$ cat config.mk
export PLATFORM = sky130hd
export DESIGN_NAME = hdmi_frame_reader_out
export DESIGN_NICKNAME = d
export VERILOG_FILES = /design/src/rtl/hdmi_frame_reader_out.sv
export SDC_FILE = /design/constraint.sdc
export NUM_CORES = 1
export LEC_CHECK = 0
export ABC_AREA = 0
export CORE_ASPECT_RATIO = 1.1
export CORE_MARGIN = 2
export CORE_UTILIZATION = 56
export CTS_BUF_LIST = sky130_fd_sc_hd__clkbuf_16
export CTS_CLUSTER_SIZE = 24
export DETAILED_ROUTE_END_ITERATION = 12
export HOLD_SLACK_MARGIN = 0.06
export PLACE_DENSITY_LB_ADDON = 0.15
export SKIP_LAST_GASP = 1
export SLEW_MARGIN = 20
export SYNTH_ARGS = -nofsm -noshare
export SYNTH_HDL_FRONTEND = slang
export SYNTH_SLANG_ARGS = --single-unit
$ cat constraint.sdc
create_clock -name pix_clk -period 4.59 [get_ports pix_clk]
set_input_delay 0.918 -clock pix_clk [delete_from_list [all_inputs] [get_ports pix_clk]]
set_output_delay 0.918 -clock pix_clk [all_outputs]
set_load 0.1 [all_outputs]
$ cat src/rtl/hdmi_frame_reader_out.sv
// HDMI output timing generator and frame-buffer reader: places an RGB565 image window
// inside the active area, fills the remainder with border colour and emits RGB888.
module hdmi_frame_reader_out #(
   parameter int          H_ACTIVE   = 1280,
   parameter int          H_FP       = 110,
   parameter int          H_SYNC     = 40,
   parameter int          H_BP       = 220,
   parameter int          V_ACTIVE   = 720,
   parameter int          V_FP       = 5,
   parameter int          V_SYNC     = 5,
   parameter int          V_BP       = 20,
   parameter bit          SYNC_POL   = 1'b1,
   parameter logic [23:0] BORDER_RGB = 24'h000000
) (
   input  logic        pix_clk,
   input  logic        rst,
   input  logic [15:0] win_x,
   input  logic [15:0] win_y,
   input  logic [15:0] win_w,
   input  logic [15:0] win_h,
   input  logic        rd_empty,
   input  logic [15:0] rd_data,
   input  logic        underflow_clr,
   output logic        rd_req,
   output logic        frame_start,
   output logic        hs_out,
   output logic        vs_out,
   output logic        de_out,
   output logic [23:0] rgb_out,
   output logic        underflow
);

   localparam int H_TOTAL = H_SYNC + H_BP + H_ACTIVE + H_FP;
   localparam int V_TOTAL = V_SYNC + V_BP + V_ACTIVE + V_FP;

   localparam logic [15:0] H_LAST   = 16'(H_TOTAL - 1);
   localparam logic [15:0] V_LAST   = 16'(V_TOTAL - 1);
   localparam logic [15:0] HS_END   = 16'(H_SYNC);
   localparam logic [15:0] VS_END   = 16'(V_SYNC);
   localparam logic [15:0] HA_START = 16'(H_SYNC + H_BP);
   localparam logic [15:0] HA_END   = 16'(H_SYNC + H_BP + H_ACTIVE);
   localparam logic [15:0] VA_START = 16'(V_SYNC + V_BP);
   localparam logic [15:0] VA_END   = 16'(V_SYNC + V_BP + V_ACTIVE);
   localparam logic [16:0] H_LIM    = 17'(H_ACTIVE);
   localparam logic [16:0] V_LIM    = 17'(V_ACTIVE);

   logic [15:0] h_cnt;
   logic [15:0] v_cnt;

   // Frame-stable window: left/top edges plus clipped exclusive right/bottom edges.
   logic [15:0] x0;
   logic [15:0] y0;
   logic [16:0] x_end;
   logic [16:0] y_end;

   logic        hs_d;
   logic        vs_d;
   logic        de_d;
   logic        take_d;

   logic        frame_top;
   logic        h_act;
   logic        v_act;
   logic        active;
   logic [15:0] ax;
   logic [15:0] ay;
   logic        x_in;
   logic        y_in;
   logic        in_win;
   logic        starve;
   logic [16:0] x_sum;
   logic [16:0] y_sum;
   logic [16:0] x_clip;
   logic [16:0] y_clip;

   function automatic logic [23:0] rgb888(input logic [15:0] p);
      return {p[15:11], p[15:13], p[10:5], p[10:9], p[4:0], p[4:2]};
   endfunction

   always_comb begin
      frame_top = (h_cnt == 16'd0) && (v_cnt == 16'd0);
      h_act     = (h_cnt >= HA_START) && (h_cnt < HA_END);
      v_act     = (v_cnt >= VA_START) && (v_cnt < VA_END);
      active    = h_act && v_act;
      ax        = h_cnt - HA_START;
      ay        = v_cnt - VA_START;
      x_in      = ({1'b0, ax} >= {1'b0, x0}) && ({1'b0, ax} < x_end);
      y_in      = ({1'b0, ay} >= {1'b0, y0}) && ({1'b0, ay} < y_end);
      in_win    = active && x_in && y_in;
      starve    = in_win && rd_empty;
      x_sum     = {1'b0, win_x} + {1'b0, win_w};
      y_sum     = {1'b0, win_y} + {1'b0, win_h};
      x_clip    = (x_sum > H_LIM) ? H_LIM : x_sum;
      y_clip    = (y_sum > V_LIM) ? V_LIM : y_sum;
   end

   assign rd_req      = in_win && !rd_empty && !rst;
   assign frame_start = frame_top && !rst;

   always_ff @(posedge pix_clk) begin
      if (rst) begin
         h_cnt     <= 16'd0;
         v_cnt     <= 16'd0;
         x0        <= 16'd0;
         y0        <= 16'd0;
         x_end     <= 17'd0;
         y_end     <= 17'd0;
         hs_d      <= ~SYNC_POL;
         vs_d      <= ~SYNC_POL;
         de_d      <= 1'b0;
         take_d    <= 1'b0;
         hs_out    <= ~SYNC_POL;
         vs_out    <= ~SYNC_POL;
         de_out    <= 1'b0;
         rgb_out   <= 24'h000000;
         underflow <= 1'b0;
      end else begin
         if (h_cnt == H_LAST) begin
            h_cnt <= 16'd0;
            v_cnt <= (v_cnt == V_LAST) ? 16'd0 : v_cnt + 16'd1;
         end else begin
            h_cnt <= h_cnt + 16'd1;
         end

         if (frame_top) begin
            x0    <= win_x;
            y0    <= win_y;
            x_end <= x_clip;
            y_end <= y_clip;
         end

         hs_d   <= (h_cnt < HS_END) ? SYNC_POL : ~SYNC_POL;
         vs_d   <= (v_cnt < VS_END) ? SYNC_POL : ~SYNC_POL;
         de_d   <= active;
         take_d <= rd_req;

         hs_out <= hs_d;
         vs_out <= vs_d;
         de_out <= de_d;
         // rd_data is only meaningful in the cycle after a read was issued.
         if (take_d) begin
            rgb_out <= rgb888(rd_data);
         end else if (de_d) begin
            rgb_out <= BORDER_RGB;
         end else begin
            rgb_out <= 24'h000000;
         end

         // A starved pixel in the same cycle as a clear keeps the flag set.
         if (starve) begin
            underflow <= 1'b1;
         end else if (underflow_clr) begin
            underflow <= 1'b0;
         end
      end
   end

endmodule

==> metrics list <==
* Run status: finished with violations
* Violated checks: setup timing
* Maximum operating frequency: around 210 MHz
- CTS clk-pin slew, worst paths: roughly 0.050 ns
- Ranked by total cell area, the synthesized netlist is headed by sky130_fd_sc_hd__dfxtp_1 (30%), sky130_fd_sc_hd__ha_1 (16%), sky130_fd_sc_hd__nand2_1 (5.6%), sky130_fd_sc_hd__a21oi_1 (5.5%), sky130_fd_sc_hd__xor2_1 (4.2%).
- For the worst setup path, the data required time is 3.67 ns.
* Routed Wire Length: 21600 µm
- Initial core utilization: 57.1%
- Fraction of final layout cells with drive strength greater than 1: 9.33%
* Hold buffers post-CTS: 0
- Mapped Avg Cell Area: 8.00 µm²
- Vias in the first global route: just over 7000
* Final worst slack: -0.0763 ns
- Crit path launch: v_cnt[0]
- In this run the vertical extent of the chip is 131 µm.
- By startpoint and endpoint, the worst setup path is classified as flop to output port.
* Total Die Area: 15700 µm²
- Summing all placed instances gives a cell area of roughly 9500 µm².
* Post-synth top area share: 29.7%
* Nets in the synthesized netlist: 1217
* Number of synthesized register bits: 122
* Worst clock skew: 0.00772 ns
- The worst register-to-register path begins at v_cnt[12].
- TritonCTS buffer count: 17
- In this run the critical register-to-register path is captured at x_end[6].
- CTS tree: done
- Internal power contribution: 2.36 mW
- Async SR Flop Fraction: 0%
* Final period util: 102%
- The clock network burns a little under half of the power.
* Post-detail-place hpwl: 15200 µm
- Tmin final: 4.67 ns
- Entering global routing, the biggest net connects 60 pins.
- Final max-slew violation count: 0
- Counting every instance in the synthesized netlist gives 1027.
- Number of diodes: 0
* Routability cong.: 0.897
- Nature of the critical path endpoint: output port
- Layout Cell Area excl Fill: 10400 µm²
* Die W: 120 µm
* Initial antenna violation count: 0
- Max-Cap Viols: 0
- At the end of the flow the core is filled with cells to around 72%.
- TritonCTS sink count: 122
- At the end of the flow, the number of nets in the layout was 1325.
* Ratio of total power to cell area: 309 nW/µm²
- Number of levels in the clock H-tree: 4
- Net switching is about a quarter of the power.
* Worst VDD drop: 258 µV
* Layout fillers: around 1100
* I/O Pins: ~110
- Summed over all cells, the static leakage comes to 4.22 nW.
* Detailed router's first-iteration violation count: 518
- sky130_fd_sc_hd__dfxtp_1 takes more of the synthesized area than any other cell.
- In this run the register-to-register setup slack is 1.00 ns.
* HP Class: flop to flop
* Switching power total: approximately 0.86 mW
- Routed wirelength normalized by instance count: roughly 16 µm
- The worst setup path is launched from a flop.
- Combinational logic burns 19.5% of the power.
* First-pass GRT wire length: 33500 µm
- Global routing finished with a remaining overflow of 0.
* Unrepaired setup endpoints after global routing: true
* Logic depth of the worst register-to-register path: 6
* Routed vias: 7698
* Total routing resource utilization after global routing: 26.5%
- Clk Tree Root Cell: sky130_fd_sc_hd__clkbuf_16
* Count of unique library cells instantiated by Yosys: 63
- Synthesized cell area: 8220 µm²
- The pre-antenna-repair detailed-routing pass consisted of 5 iterations.
* Final count of negative-setup-slack endpoints: 1
- Counting flops with a built-in enable in the synthesized netlist gives 0.
- After synthesis, flip-flops and latches occupy 29.7% of the total area.
- Following the worst setup path forward leads to its endpoint at rd_req.
- Registers are responsible for between 30% and 40% of the overall power.
- Antenna Violating Nets Remaining: 0
- At the later pin of the worst-skew pair, clock insertion delay measures 0.42 ns.
- After detailed routing, the number of remaining DRC violations is 0.
- Count of port buffers added during placement: 113
- Worst-path fanout max: 7
- At the pin with the least slew margin, the transition time is 1.02 ns.
- Total power for the finished layout comes to 3.22 mW.
- Headroom to the max-slew limit came out at 31.6%.
- In the routed layout, each cell is associated on average with a via count of 5.75.
* Number of warnings reported in the yosys synthesis log: 0
* Longest Clk Path Bufs: 2
- The final count of hold timing violations is 0.
- WP data arrival: 3.75 ns
- The total area inside the core boundary comes to around 14000 µm².
- Cell Rows: 46
- Primary flip-flop cell chosen by synthesis mapping: sky130_fd_sc_hd__dfxtp_1
- Area Overhead vs Synth: 26.7%
-- synthesized netlist by cell type (18+ instances only) --
cell / count
sky130_fd_sc_hd__nand2_1: 123
sky130_fd_sc_hd__o21ai_0: 39
sky130_fd_sc_hd__xor2_1: 39
sky130_fd_sc_hd__xnor2_1: 24
sky130_fd_sc_hd__inv_1: 77
sky130_fd_sc_hd__nor3_1: 35
sky130_fd_sc_hd__ha_1: 104
sky130_fd_sc_hd__and2_1: 20
sky130_fd_sc_hd__nand3_1: 18
sky130_fd_sc_hd__dfxtp_1: 122
sky130_fd_sc_hd__nor2_1: 82
sky130_fd_sc_hd__clkbuf_1: 30
sky130_fd_sc_hd__nand4_1: 18
sky130_fd_sc_hd__a21oi_1: 91
-- routing by layer --
metal  vias up  part of all wire, %  track usage, %
li1       3830                    -               -
met1      3551                   46            34.4
met2       261                   46            45.0
met3        56                  5.0            4.15
met4         0                  3.3            9.27
met5         -                    0               0
-- placed cells by master, fill, tap and decap left out, types with 9 or more instances in the layout --
cell type	synthesis	layout
sky130_fd_sc_hd__a211oi_1	10	10
sky130_fd_sc_hd__a21o_1	16	16
sky130_fd_sc_hd__a21oi_1	91	89
sky130_fd_sc_hd__a22o_1	10	10
sky130_fd_sc_hd__and2_1	20	20
sky130_fd_sc_hd__and3_1	12	11
sky130_fd_sc_hd__buf_4	11	26
sky130_fd_sc_hd__clkbuf_16	0	17
sky130_fd_sc_hd__clkdlybuf4s50_1	0	110
sky130_fd_sc_hd__dfxtp_1	122	113
sky130_fd_sc_hd__ha_1	104	102
sky130_fd_sc_hd__inv_1	77	76
sky130_fd_sc_hd__nand2_1	123	121
sky130_fd_sc_hd__nand3_1	18	16
sky130_fd_sc_hd__nand4_1	18	18
sky130_fd_sc_hd__nor2_1	82	81
sky130_fd_sc_hd__nor2b_1	11	10
sky130_fd_sc_hd__nor3_1	35	31
sky130_fd_sc_hd__o21ai_0	39	38
sky130_fd_sc_hd__or3_1	9	9
sky130_fd_sc_hd__xnor2_1	24	22
sky130_fd_sc_hd__xor2_1	39	38
-- logic make-up (layout without fill, tap and decap cells) --
logic type	after synthesis	in the layout	synth area share [%]
compound gates	236	236	18.2
fa+ha+maj	106	106	16.3
simple gates	374	374	22.4
xor+xnor	63	63	6.71
buf+inv	126	246	6.61
flops	122	122	29.7
-- how the worst min path moves through the flow --
stage	start	cells past startpoint	slack, ns	end
final	vs_d	1	0.43	vs_out
after global routing	vs_d	1	0.46	vs_out
after CTS	vs_d	1	0.44	vs_out
after detailed placement	vs_d	1	0.43	vs_out
after global placement	hs_d	1	0.42	hs_out
after floorplan	de_d	1	0.41	de_out
-- power by group through the flow --
| stage | sequential, mW | clock, mW | combinational (mW) |
|---|---|---|---|
| detailed placement | 1.14 | 0 | 0.616 |
| floorplan | 1.14 | 0 | 0.422 |
| global route | 1.12 | 1.52 | 0.702 |
| finish | 1.12 | 1.47 | 0.629 |
| global placement | 1.14 | 0 | 0.609 |
| CTS | 1.12 | 1.48 | 0.622 |
-- repair_timing --
| item | 4_1_cts | 5_1_grt |
|---|---|---|
| pin swaps | 3 | 17 |
| resized for setup | 5 | 40 |
| endpoints found under the setup margin | 1 | 1 |
| gates cloned | 0 | 0 |
| buffers inserted | 1 | 18 |
-- metrics by stage --
| stage | cells | setup TNS (ns) | hold WS [ns] | worst slack (ns) |
|---|---|---|---|---|
| after floorplan | 1027 | 0 | 0.414 | 0.00339 |
| after global placement | 1289 | 0 | 0.418 | 0.395 |
| after detailed placement | 1289 | 0 | 0.426 | 0.316 |
| after CTS | 1321 | 0 | 0.439 | 0.00232 |
| after global routing | 1339 | -0.259 | 0.462 | -0.259 |
| final | 1339 | -0.0763 | 0.434 | -0.0763 |
-- flip-flops by register name, summed over array words and instances, names as in the netlist, 16 cells and up --
name / flops
x_end: 17
y_end: 17
h_cnt: 16
rgb_out: 16
v_cnt: 16
x0: 16
y0: 16
-- critical path: stages, from the launching register on --
cell and delay, ns:
sky130_fd_sc_hd__dfxtp_4 0.37, sky130_fd_sc_hd__nor3_2 0.28, sky130_fd_sc_hd__nand3b_1 0.21, sky130_fd_sc_hd__buf_4 0.15
sky130_fd_sc_hd__nand2_1 0.10, sky130_fd_sc_hd__o41ai_1 0.33, sky130_fd_sc_hd__nand2_1 0.17, sky130_fd_sc_hd__ha_1 0.32
sky130_fd_sc_hd__a21o_1 0.17, sky130_fd_sc_hd__a21oi_1 0.32, sky130_fd_sc_hd__nor2_1 0.13, sky130_fd_sc_hd__nor4b_4 0.27
sky130_fd_sc_hd__nor4b_4 0.29, sky130_fd_sc_hd__buf_12 0.21
-- layout make-up --
class	count	area (µm²)	share of cell area (%)
multi-input combinational	779	5460	52.5
tap	192	240	2.31
clock buffer	17	425	4.08
sequential	122	2460	23.6
inverter	77	294	2.82
timing repair buffer	138	1320	12.7
clock inverter	14	211	2.03
Power figures use the tool's default switching activity.
